--- config.mk ---
export PLATFORM = sky130hd
export DESIGN_NAME = pwm_bank
export DESIGN_NICKNAME = d
export VERILOG_FILES = /design/src/rtl/pwm_bank_pkg.sv /design/src/rtl/pwm_bank_chan.sv /design/src/rtl/pwm_bank.sv
export SDC_FILE = /design/constraint.sdc
export NUM_CORES = 1
export LEC_CHECK = 0
export ABC_AREA = 0
export BUFFER_PORTS_ARGS = -buffer_cell sky130_fd_sc_hd__buf_4
export CORE_UTILIZATION = 45
export DETAILED_ROUTE_END_ITERATION = 6
export SYNTH_ARGS = -nofsm -noshare
export SYNTH_HDL_FRONTEND = slang
export SYNTH_SLANG_ARGS = --single-unit
export TNS_END_PERCENT = 10
--- constraint.sdc ---
create_clock -name CLK -period 1.65 [get_ports CLK]
set_input_delay 0.4125 -clock CLK [delete_from_list [all_inputs] [get_ports CLK]]
set_output_delay 0.4125 -clock CLK [all_outputs]
set_load 0.02 [all_outputs]
--- src/rtl/pwm_bank_pkg.sv ---
// Shared helpers for the pwm_bank slice: width math, period constants and duty clamping.
// Used by pwm_bank and pwm_bank_chan.
package pwm_bank_pkg;

   function automatic int unsigned clog2(input int unsigned value);
      int unsigned width;
      int unsigned rem;
      width = 0;
      rem   = (value > 0) ? value - 1 : 0;
      while (rem > 0) begin
         width++;
         rem = rem >> 1;
      end
      return width;
   endfunction

   // A single-channel bank still needs a one-bit channel select port.
   function automatic int unsigned ch_width(input int unsigned channels);
      return (clog2(channels) > 1) ? clog2(channels) : 1;
   endfunction

   function automatic int unsigned period_of(input int unsigned cnt_w);
      return 32'd1 << cnt_w;
   endfunction

   function automatic int unsigned cnt_max_of(input int unsigned cnt_w);
      return period_of(cnt_w) - 1;
   endfunction

   function automatic int unsigned clamp_duty(input int unsigned duty, input int unsigned period);
      return (duty > period) ? period : duty;
   endfunction

endpackage

--- src/rtl/pwm_bank_chan.sv ---
// One PWM channel: pending/active duty double buffer plus period compare.
// Optional per-channel output polarity when PWM_BANK_POLARITY_EN is defined.
module pwm_bank_chan
   import pwm_bank_pkg::*;
#(
   parameter int CNT_W = 3
) (
   input  logic             clk_i,
   input  logic             clear_i,
   input  logic             wr_i,
   input  logic             boundary_i,
   input  logic [CNT_W:0]   duty_i,
`ifdef PWM_BANK_POLARITY_EN
   input  logic             pol_i,
`endif
   input  logic [CNT_W-1:0] cnt_i,
   output logic             pend_o,
   output logic             level_o
);

   logic [CNT_W:0] p_q, p_d;
   logic [CNT_W:0] a_q, a_d;
   logic           f_q, f_d;
   logic           cmp;

`ifdef PWM_BANK_POLARITY_EN
   logic pol_p_q, pol_p_d;
   logic pol_a_q, pol_a_d;
`endif

   // A write only reaches a channel whose flag is clear, so it never collides with a transfer.
   always_comb begin
      p_d = p_q;
      a_d = a_q;
      f_d = f_q;
`ifdef PWM_BANK_POLARITY_EN
      pol_p_d = pol_p_q;
      pol_a_d = pol_a_q;
`endif
      if (boundary_i && f_q) begin
         a_d = p_q;
         f_d = 1'b0;
`ifdef PWM_BANK_POLARITY_EN
         pol_a_d = pol_p_q;
`endif
      end
      if (wr_i) begin
         p_d = duty_i;
         f_d = 1'b1;
`ifdef PWM_BANK_POLARITY_EN
         pol_p_d = pol_i;
`endif
      end
   end

   // NOTE: state registers use non-blocking assignments so every flop samples pre-edge values.
   always_ff @(posedge clk_i or posedge clear_i) begin
      if (clear_i) begin
         p_q <= '0;
         a_q <= '0;
         f_q <= 1'b0;
`ifdef PWM_BANK_POLARITY_EN
         pol_p_q <= 1'b0;
         pol_a_q <= 1'b0;
`endif
      end else begin
         p_q <= p_d;
         a_q <= a_d;
         f_q <= f_d;
`ifdef PWM_BANK_POLARITY_EN
         pol_p_q <= pol_p_d;
         pol_a_q <= pol_a_d;
`endif
      end
   end

   // Extra duty bit lets a full-period duty keep the output high for every position.
   assign cmp    = ({1'b0, cnt_i} < a_q);
   assign pend_o = f_q;

`ifdef PWM_BANK_POLARITY_EN
   assign level_o = cmp ^ pol_a_q;
`else
   assign level_o = cmp;
`endif

endmodule

--- src/rtl/pwm_bank.sv ---
// Multi-channel PWM bank: shared period counter, write handshake, registered outputs.
// Define PWM_BANK_POLARITY_EN to add the LOAD_POL input and per-channel output polarity.
module pwm_bank
   import pwm_bank_pkg::*;
#(
   parameter  int CNT_W    = 3,
   parameter  int CHANNELS = 4,
   localparam int CH_W     = ch_width(CHANNELS)
) (
   input  logic                CLK,
   input  logic                CLEAR,
   input  logic                EN,
   input  logic                LOAD_VALID,
   output logic                LOAD_READY,
   input  logic [CH_W-1:0]     LOAD_CH,
   input  logic [CNT_W:0]      LOAD_DUTY,
`ifdef PWM_BANK_POLARITY_EN
   input  logic                LOAD_POL,
`endif
   output logic                PERIOD_START,
   output logic [CHANNELS-1:0] O
);

   localparam int          DUTY_W  = CNT_W + 1;
   localparam int unsigned PERIOD  = period_of(CNT_W);
   localparam logic [CNT_W-1:0] CNT_MAX = CNT_W'(cnt_max_of(CNT_W));

   logic [CNT_W-1:0]    cnt_q, cnt_d;
   logic [CHANNELS-1:0] o_q, o_d;
   logic                ps_q, ps_d;
   logic                boundary;
   logic [CHANNELS-1:0] wr;
   logic [CHANNELS-1:0] pend;
   logic [CHANNELS-1:0] level;
   logic [DUTY_W-1:0]   duty_clamped;

   assign boundary     = EN && (cnt_q == CNT_MAX);
   assign duty_clamped = DUTY_W'(clamp_duty(32'(LOAD_DUTY), PERIOD));

   // Channel selects beyond CHANNELS match no entry, so READY stays high and the write is dropped.
   always_comb begin
      LOAD_READY = 1'b1;
      for (int i = 0; i < CHANNELS; i++) begin
         if (LOAD_CH == CH_W'(i)) LOAD_READY = ~pend[i];
      end
   end

   always_comb begin
      wr = '0;
      for (int i = 0; i < CHANNELS; i++) begin
         wr[i] = LOAD_VALID && LOAD_READY && (LOAD_CH == CH_W'(i));
      end
   end

   for (genvar i = 0; i < CHANNELS; i++) begin : g_chan
      pwm_bank_chan #(.CNT_W(CNT_W)) u_chan (
         .clk_i      (CLK),
         .clear_i    (CLEAR),
         .wr_i       (wr[i]),
         .boundary_i (boundary),
         .duty_i     (duty_clamped),
`ifdef PWM_BANK_POLARITY_EN
         .pol_i      (LOAD_POL),
`endif
         .cnt_i      (cnt_q),
         .pend_o     (pend[i]),
         .level_o    (level[i])
      );
   end

   // Outputs sample the compare for the current position, so they trail cnt by one edge.
   always_comb begin
      cnt_d = cnt_q;
      o_d   = o_q;
      ps_d  = ps_q;
      if (EN) begin
         cnt_d = cnt_q + 1'b1;
         o_d   = level;
         ps_d  = (cnt_q == '0);
      end
   end

   always_ff @(posedge CLK or posedge CLEAR) begin
      if (CLEAR) begin
         cnt_q <= '0;
         o_q   <= '0;
         ps_q  <= 1'b0;
      end else begin
         cnt_q <= cnt_d;
         o_q   <= o_d;
         ps_q  <= ps_d;
      end
   end

   assign O            = o_q;
   assign PERIOD_START = ps_q;

endmodule

==> results of run 1 <==
## sequential cells by signal (all words and copies together) (netlist names)
name                  flops
O                         4
PERIOD_START              1
cnt_q                     3
g_chan.u_chan.a_q        16
g_chan.u_chan.p_q        16
g_chan.u_chan.pend_o      4
## cells in the mapped netlist (all sizes together)
cell type / n
inv: 17
o21ai: 18
mux2: 21
nand3b: 1
clkbuf: 3
nand2b: 3
buf: 2
nand2: 26
nand4bb: 2
dfrtp: 44
xor2: 1
nand4b: 1
nand3: 4
a21oi: 4
nor2b: 4
a31oi: 4
mux4: 1
nor2: 4
or4b: 1
ha: 11
## timing repair
action	CTS	global route
hold buffers	0	0
setup endpoints to repair	1	8
setup buffers	4	0
resized for setup	2	1
## stage by stage
stage	power, mW	util (%)	std cells	hold WS, ns
after floorplan	2.749	-	172	0.4460
after global placement	3.160	52.91	239	0.4603
after detailed placement	3.274	52.91	239	0.4663
after CTS	4.253	56.83	251	0.2620
after global routing	4.564	56.92	251	0.2741
final	4.207	56.92	251	0.2473
## cells by family after synthesis
logic type                 share of synthesized area [%]
and+or+nand+nor                                    11.52
adders and majority gates                          7.038
buffers and inverters                              4.351
xor gates and xnor gates                          0.4479
AOI/OAI and AO/OA                                  6.910
DFF                                                56.30
muxes                                              13.44
## worst max-delay path by stage
| stage | start | end | slack (ns) | depth (start not counted) |
|---|---|---|---|---|
| 4_1_cts | g_chan[3].u_chan.pend_o | LOAD_READY | -0.12 | 3 |
| 6_report | g_chan[3].u_chan.pend_o | LOAD_READY | -0.10 | 3 |
| 3_5_place_dp | LOAD_CH[0] | LOAD_READY | 0.005 | 4 |
| 2_1_floorplan | cnt_q[0] | g_chan[0].u_chan.a_q[0] | 0.18 | 4 |
| 3_3_place_gp | LOAD_CH[0] | LOAD_READY | 0.01 | 4 |
| 5_1_grt | g_chan[2].u_chan.pend_o | LOAD_READY | -0.16 | 3 |
## metal layers
layer  wire (um)  vias to the layer above
met5           0                        -
met4          59                        0
met3         125                        5
met2        1699                       23
met1        1864                      621
li1            -                      629
## final cells by class
cell class              instances  area (um^2)  area share [%]
multi-input cells             106        773.2           33.24
clock buffers                   7        96.34           4.142
inverters                      17        63.81           2.743
flip-flops and latches         44         1101           47.34
repair buffers                 26        198.9           8.553
well taps                      50        62.56           2.690
clock inverters                 1        30.03           1.291
## worst register-to-register path: stages (launching register included)
cell and delay [ns]:
dfrtp_1 0.39, ha_1 0.20, ha_1 0.28, nand3_1 0.24, mux2_2 0.37
## placed cells by master (no fill, tap or decap)
cell,Yosys,final
bufinv_16,0,1
buf_4,0,25
nand2b_1,3,3
buf_6,0,1
inv_2,0,1
nor2b_1,4,4
clkbuf_8,0,7
nand4bb_1,2,2
nand4b_1,1,1
nand3b_1,1,1
nand3_1,4,4
inv_1,17,15
nor2_1,4,4
mux2_4,1,1
a21oi_1,4,4
clkinv_1,0,1
dfrtp_1,44,44
or4b_4,0,1
mux4_2,1,1
ha_1,11,11
nand2_1,26,26
o21ai_0,18,18
mux2_2,20,20
xor2_1,1,1
a31oi_1,4,4
## power by group
part	internal [mW]	switching (mW)	leakage [nW]	total, mW
logic	0.776	0.738	0.507	1.51
registers	1.55	0.252	0.559	1.80
clock network	0.534	0.360	0.0645	0.894
==> flow_summary.ini, run 1 <==
[setup_path]
path_delay_family = multiplexers
crit_buf_inv = 2
crit_path_end_kind = output pin
worstReg2RegEnd = g_chan[3].u_chan.a_q[0]
critPathArrivalTime_ns = 1.34
r2r_start = cnt_q[0]
max_stage_delay_ns = 0.48
criticalPathCategory = reg -> out
crit_slowest_cell = mux4_2
crit_required_ns = 1.24
r2r_setup_slack_ns = 0.06
crit_chain = mux4_2, inv_2, buf_6
reg2reg_depth = 4
cp-start-kind = flip-flop
crit_fanout = 2

[routing]
wire_per_inst_um = 14.94
drtIter0Drc = 66
routed_wl_mm = 3.749
drtAntennaViolNets = 0
drc = 0
vias = 1278
firstDrtPassIters = 4
post_drt_via_cell_ratio = 5.092

[global_routing]
grtUsageMet2_pct = 29.78
gr-usage-met1_pct = 26.09
grt_use_met3_pct = 5.500
grt_pass1_vias = 1317
antenna_found_initial = 0
grt_overflow = 0
gr-usage-all-layers_pct = 19.55
grt_pass1_wl_mm = 6.306
busiest_layer = met2
grt_max_degree = 45

[yosys]
synth_fp_nets = 193
synthCells = 172
avgSynthCellArea_um2 = 11.37
synth_top_area_share_pct = 56.30
syn_area_um2 = 1956
ys_seq_area_share_pct = 56.30
yosysTopAreaCell = dfrtp_1
yosysWarnings = 0
ys_ff_latch = 44
synth_area_leaders = dfrtp_1 56%, mux2_2 12%, ha_1 7.0%
synth.distinct_cells = 21

[place]
place_hpwl_mm = 2.734
placed_area_um2 = 2162
routabilityCongestion = 0.7423
port_buffers = 15
pre_cts_slack_ns = 0.004639

[finish]
nFillCells = 365
design_area_um2 = 2326
n_antenna_cell = 0
drive_gt1_share_pct = 28.86
final_nets = 221
area_growth_pct = 18.94

[timing]
finalCritPeriodShare_pct = 106.3
max_freq_mhz = 570.4
hold_viol = 0
tns_ns = -0.1031
worst_pin_slew_ns = 0.5470
fin_skew_ns = 0.006530
min_period_ns = 1.753
relSlewSlack_pct = 63.54
finalSetupViolations = 1
setup_ws_ns = -0.1031
slew_violations = 0
rsz0062_at_grt = yes

[run_status]
status = finished with violations
violations = negative setup slack

[floorplan]
core_um2 = 4086
dieArea_um2 = 4613
rows = 23
die_x_um = 67.92
initial_core_util_pct = 47.86
die_h_um = 67.92
io_pins = 16

[power_and_ir_drop]
ir_drop_uv = 759.1
p_per_area_nw_per_um2 = 1809
p_leak_nw = 1.130

[clocking]
tritoncts = done
cts.reportedPaths.clkPinSlew_ns = 0.08
clk_latency_ns = 0.30
cts_max_level = 2
cts_buffer_depth = 2
cts_buffers = 5
root_buffer = clkbuf_8
cts.sinks = 44

[worst_hold_path]
worstHoldPathType = in -> async

[run]
cap_violations = 0
No activity file was read; power rests on OpenSTA's default activity.
==> inputs of run 2 (changes only) <==
==> constraint.sdc (replaced) <==
create_clock -name CLK -period 2.23 [get_ports CLK]
set_input_delay 0.5575 -clock CLK [delete_from_list [all_inputs] [get_ports CLK]]
set_output_delay 0.5575 -clock CLK [all_outputs]
set_load 0.02 [all_outputs]
==> flow_summary.ini, run 2 (same netlist as run 1, synthesis figures left out) <==
[power_and_ir_drop]
p_comb_share_pct = 33.3
p_leak_nw = 1.059
switching_power_mw = 0.9602
ir_drop_uv = 565.5
swShare_pct = 34.30
clkPwrFrac_pct = 16.4
intPower_mw = 1.839
p_per_area_nw_per_um2 = 1276
power_mw = 2.799
pwr-share-seq_pct = 50.3

[floorplan]
rows = 23
dieArea_um2 = 4613
initial_core_util_pct = 47.86
die_h_um = 67.92
core_um2 = 4086
io_pins = 16
die_x_um = 67.92

[timing]
fin_skew_ns = 0.005546
hold_viol = 0
max_freq_mhz = 510.2
min_period_ns = 1.960
slew_violations = 0
finalSetupViolations = 0
worst_pin_slew_ns = 0.5482
setup_ws_ns = 0.2701
tns_ns = 0
rsz0062_at_grt = no
relSlewSlack_pct = 63.45
finalCritPeriodShare_pct = 87.89

[routing]
drc = 0
routed_wl_mm = 3.609
drtAntennaViolNets = 0
post_drt_via_cell_ratio = 5.233
vias = 1256
firstDrtPassIters = 4
drtIter0Drc = 45
wire_per_inst_um = 15.04

[finish]
final_nets = 211
final_cell_mix = 44 x dfrtp_1, 26 x nand2_1, 20 x mux2_2, 18 x o21ai_0
n_antenna_cell = 0
reg_top3 = g_chan.u_chan.a_q: 16 flops, g_chan.u_chan.p_q: 16 flops
layout_commonest_cell = dfrtp_1
design_area_um2 = 2195
post-route-util_pct = 53.70
area_growth_pct = 12.22
drive_gt1_share_pct = 23.16

[place]
pre_cts_slack_ns = 0.2989
routabilityCongestion = 0.7065
port_buffers = 15
place_hpwl_mm = 2.618
placed_area_um2 = 2117

[clocking]
holdBufCountCts = 0
cts.reportedPaths.clkPinSlew_ns = 0.08
post_cts_resized = 0
cts.sinks = 44
root_buffer = clkbuf_8
post_cts_buffers = 0
cts_buffer_depth = 2
cts_buffers = 5
clk_latency_ns = 0.29
tritoncts = done
cts_max_level = 2

[setup_path]
crit_chain = mux4_2, inv_1, buf_4
critPathArrivalTime_ns = 1.40
crit_required_ns = 1.67
max_stage_delay_ns = 0.48
r2r_start = cnt_q[0]
reg2reg_depth = 4
crit_fanout = 4
worstReg2RegEnd = g_chan[1].u_chan.a_q[0]
crit_slowest_cell = mux4_2
cp-startpoint = g_chan[3].u_chan.pend_o
cp-start-kind = flip-flop
crit_path_end_kind = output pin
r2r_setup_slack_ns = 0.56
criticalPathCategory = reg -> out

[global_routing]
antenna_found_initial = 0
grt_pass1_wl_mm = 6.092
grt_overflow = 0
grt_pass1_vias = 1234
grt_max_degree = 45
gr-usage-all-layers_pct = 18.69

[run]
cap_violations = 0

[worst_hold_path]
worstHoldPathType = in -> async

[run_status]
status = completed
==> run 2: changes by cell type in the layout (fill, tap and decap cells not counted), sizes merged <==
cell    before  now
buf         26   16
bufinv       1    0
clkbuf       7    6
clkinv       1    2
==> run 2: through the flow <==
step	instances	hold WS [ns]
floorplan	172	0.4460
global placement	233	0.4618
detailed placement	233	0.4756
CTS	240	0.4133
global route	240	0.4408
finish	240	0.3946
==> run 2: worst max-delay path: cells and delay by family (launching register included) <==
family | cells | cell delay [ns]
muxes | 1 | 0.48
buffers and inverters | 2 | 0.21
DFF | 1 | 0.42
==> run 2: metal layers <==
layer,track usage (%),vias to the layer above,wire length [um]
met1,26.09,617,1768
met3,4.000,4,131
met4,7.813,0,38
li1,-,613,-
met2,27.94,22,1671
met5,0,-,0
==> run 2: layout make-up <==
cell class	instances	area [um^2]
inverter	17	63.81
clock buffer	6	72.57
tap	50	62.56
timing repair buffer	16	120.1
multi-input combinational	106	769.5
fill	347	1892
clock inverter	1	5.005
sequential	44	1101
==> run 2: worst max path at each step <==
stage                            end  cells past startpoint
after floorplan           LOAD_READY                      2
after global placement    LOAD_READY                      4
after detailed placement  LOAD_READY                      4
after CTS                 LOAD_READY                      3
after global routing      LOAD_READY                      3
final                     LOAD_READY                      3
==> run 2: power groups by stage <==
stage               registers, mW  logic (mW)  clock network [mW]
floorplan                    1.38       0.655                   0
global placement             1.41       0.884                   0
detailed placement           1.43       0.946                   0
CTS                          1.41       0.948               0.473
global route                 1.46        1.08               0.511
finish                       1.41       0.933               0.459
==> inputs of run 3 (changes only) <==
--- a/config.mk
+++ b/config.mk
@@ -7,8 +7,11 @@
 export LEC_CHECK = 0
 export ABC_AREA = 0
 export BUFFER_PORTS_ARGS = -buffer_cell sky130_fd_sc_hd__buf_4
+export CELL_PAD_IN_SITES_DETAIL_PLACEMENT = 1
+export CELL_PAD_IN_SITES_GLOBAL_PLACEMENT = 1
 export CORE_UTILIZATION = 45
 export DETAILED_ROUTE_END_ITERATION = 6
+export PLACE_DENSITY_LB_ADDON = 0.1
 export SYNTH_ARGS = -nofsm -noshare
 export SYNTH_HDL_FRONTEND = slang
 export SYNTH_SLANG_ARGS = --single-unit
==> flow_summary.ini, run 3 (same netlist as run 1, synthesis figures left out) <==
[routing]
firstDrtPassIters = 4
routed_wl_mm = 4.038
drc = 0
wire_per_inst_um = 16.83
vias = 1275
drtIter0Drc = 28
drtAntennaViolNets = 0
post_drt_via_cell_ratio = 5.313

[timing]
tns_ns = 0
rsz0062_at_grt = no
hold_viol = 0
slew_violations = 0
fin_skew_ns = 0.004972
min_period_ns = 1.961
relSlewSlack_pct = 63.37
max_freq_mhz = 510.0
finalSetupViolations = 0
worst_pin_slew_ns = 0.5495
finalCritPeriodShare_pct = 87.93

[global_routing]
grt_max_degree = 45
grt_overflow = 0
antenna_found_initial = 0
gr-usage-all-layers_pct = 20.82
grt_pass1_vias = 1371
grt_pass1_wl_mm = 6.686

[run_status]
status = completed

[clocking]
cts.sinks = 44
cts_buffer_depth = 2
post_cts_buffers = 0
root_buffer = clkbuf_8
tritoncts = done
clk_latency_ns = 0.30
holdBufCountCts = 0
cts_max_level = 2
cts_buffers = 5
cts.reportedPaths.clkPinSlew_ns = 0.08
post_cts_resized = 0

[setup_path]
crit_chain = mux4_2, inv_1, buf_4
crit_buf_inv = 2
crit_path_end_kind = output pin
cp-start-kind = flip-flop
critPathArrivalTime_ns = 1.40
criticalPathCategory = reg -> out
crit_slowest_cell = mux4_2
path_delay_family = multiplexers
crit_fanout = 4
max_stage_delay_ns = 0.49
crit_required_ns = 1.67

[finish]
post-route-util_pct = 53.70
final_cells = 240
area_growth_pct = 12.22
drive_gt1_share_pct = 23.16
n_antenna_cell = 0
final_nets = 211
reg_top3 = g_chan.u_chan.a_q: 16 flops, g_chan.u_chan.p_q: 16 flops
layout_commonest_cell = dfrtp_1
final_cell_mix = 44 x dfrtp_1, 26 x nand2_1, 20 x mux2_2, 18 x o21ai_0, 17 x inv_1

[worst_hold_path]
worstHoldPathType = in -> async

[power_and_ir_drop]
power_mw = 2.846
p_leak_nw = 1.063
p_comb_share_pct = 33.4
pwr-share-seq_pct = 50.0
swShare_pct = 35.33
clkPwrFrac_pct = 16.6
p_per_area_nw_per_um2 = 1297
switching_power_mw = 1.006
ir_drop_uv = 593.5
intPower_mw = 1.841

[floorplan]
initial_core_util_pct = 47.86
rows = 23
io_pins = 16
die_h_um = 67.92
core_um2 = 4086
dieArea_um2 = 4613
die_x_um = 67.92

[place]
placed_cells = 233
place_hpwl_mm = 2.973
routabilityCongestion = 0.6885
port_buffers = 15

[run]
cap_violations = 0
==> run 3: changes by cell type in the layout (fill, tap and decap cells not counted), sizes merged <==
cell    before  now
clkinv       2    1
inv         16   17
==> run 3: worst reg2reg max path: cells and delay by family, from the launching register on <==
family                     cells  cell delay [ns]
adders and majority gates      2             0.52
DFF                            1             0.51
muxes                          1             0.36
and+or+nand+nor                1             0.21
==> run 3: layer usage <==
metal	vias up	track usage, %	routed length, um
li1	613	-	-
met1	636	24.84	1807
met2	21	35.29	2046
met3	5	5.500	119
met4	0	8.594	64
met5	-	0	0
==> run 3: layout make-up <==
type                       count  area (um^2)
fill                         450         1892
clock buffer                   6        72.57
sequential                    44         1101
tap                           50        62.56
clock inverter                 1        5.005
inverter                      17        63.81
multi-input combinational    106        769.5
timing repair buffer          16        120.1
==> run 3: through the flow <==
step	setup slack (ns)	hold slack [ns]	area, um^2
floorplan	0.4975	0.4460	1956
global placement	0.3320	0.4711	2117
detailed placement	0.3205	0.4851	2117
CTS	0.2628	0.4205	2195
global route	0.2044	0.4438	2195
finish	0.2691	0.4043	2195
==> run 3: path summary, 6_finish.rpt <==
| kind | from | end | slack (ns) | cells past startpoint |
|---|---|---|---|---|
| max reg2reg | cnt_q[0] | g_chan[2].u_chan.a_q[0] | 0.51 | 4 |
| max in group asynchronous | CLEAR | g_chan[2].u_chan.pend_o | 1.46 | 3 |
| min reg2reg | g_chan[0].u_chan.p_q[1] | g_chan[0].u_chan.p_q[1] | 0.50 | 2 |
| max | g_chan[3].u_chan.pend_o | LOAD_READY | 0.27 | 3 |
| min in group CLK | g_chan[0].u_chan.p_q[1] | g_chan[0].u_chan.p_q[1] | 0.50 | 2 |
| min | CLEAR | cnt_q[1] | 0.40 | 3 |
==> run 3: power groups by stage <==
| stage | clock network [mW] | registers, mW | logic (mW) |
|---|---|---|---|
| finish | 0.471 | 1.42 | 0.951 |
| global route | 0.515 | 1.48 | 1.11 |
| CTS | 0.484 | 1.43 | 0.974 |
| detailed placement | 0 | 1.45 | 0.972 |
| global placement | 0 | 1.41 | 0.883 |
| floorplan | 0 | 1.38 | 0.655 |
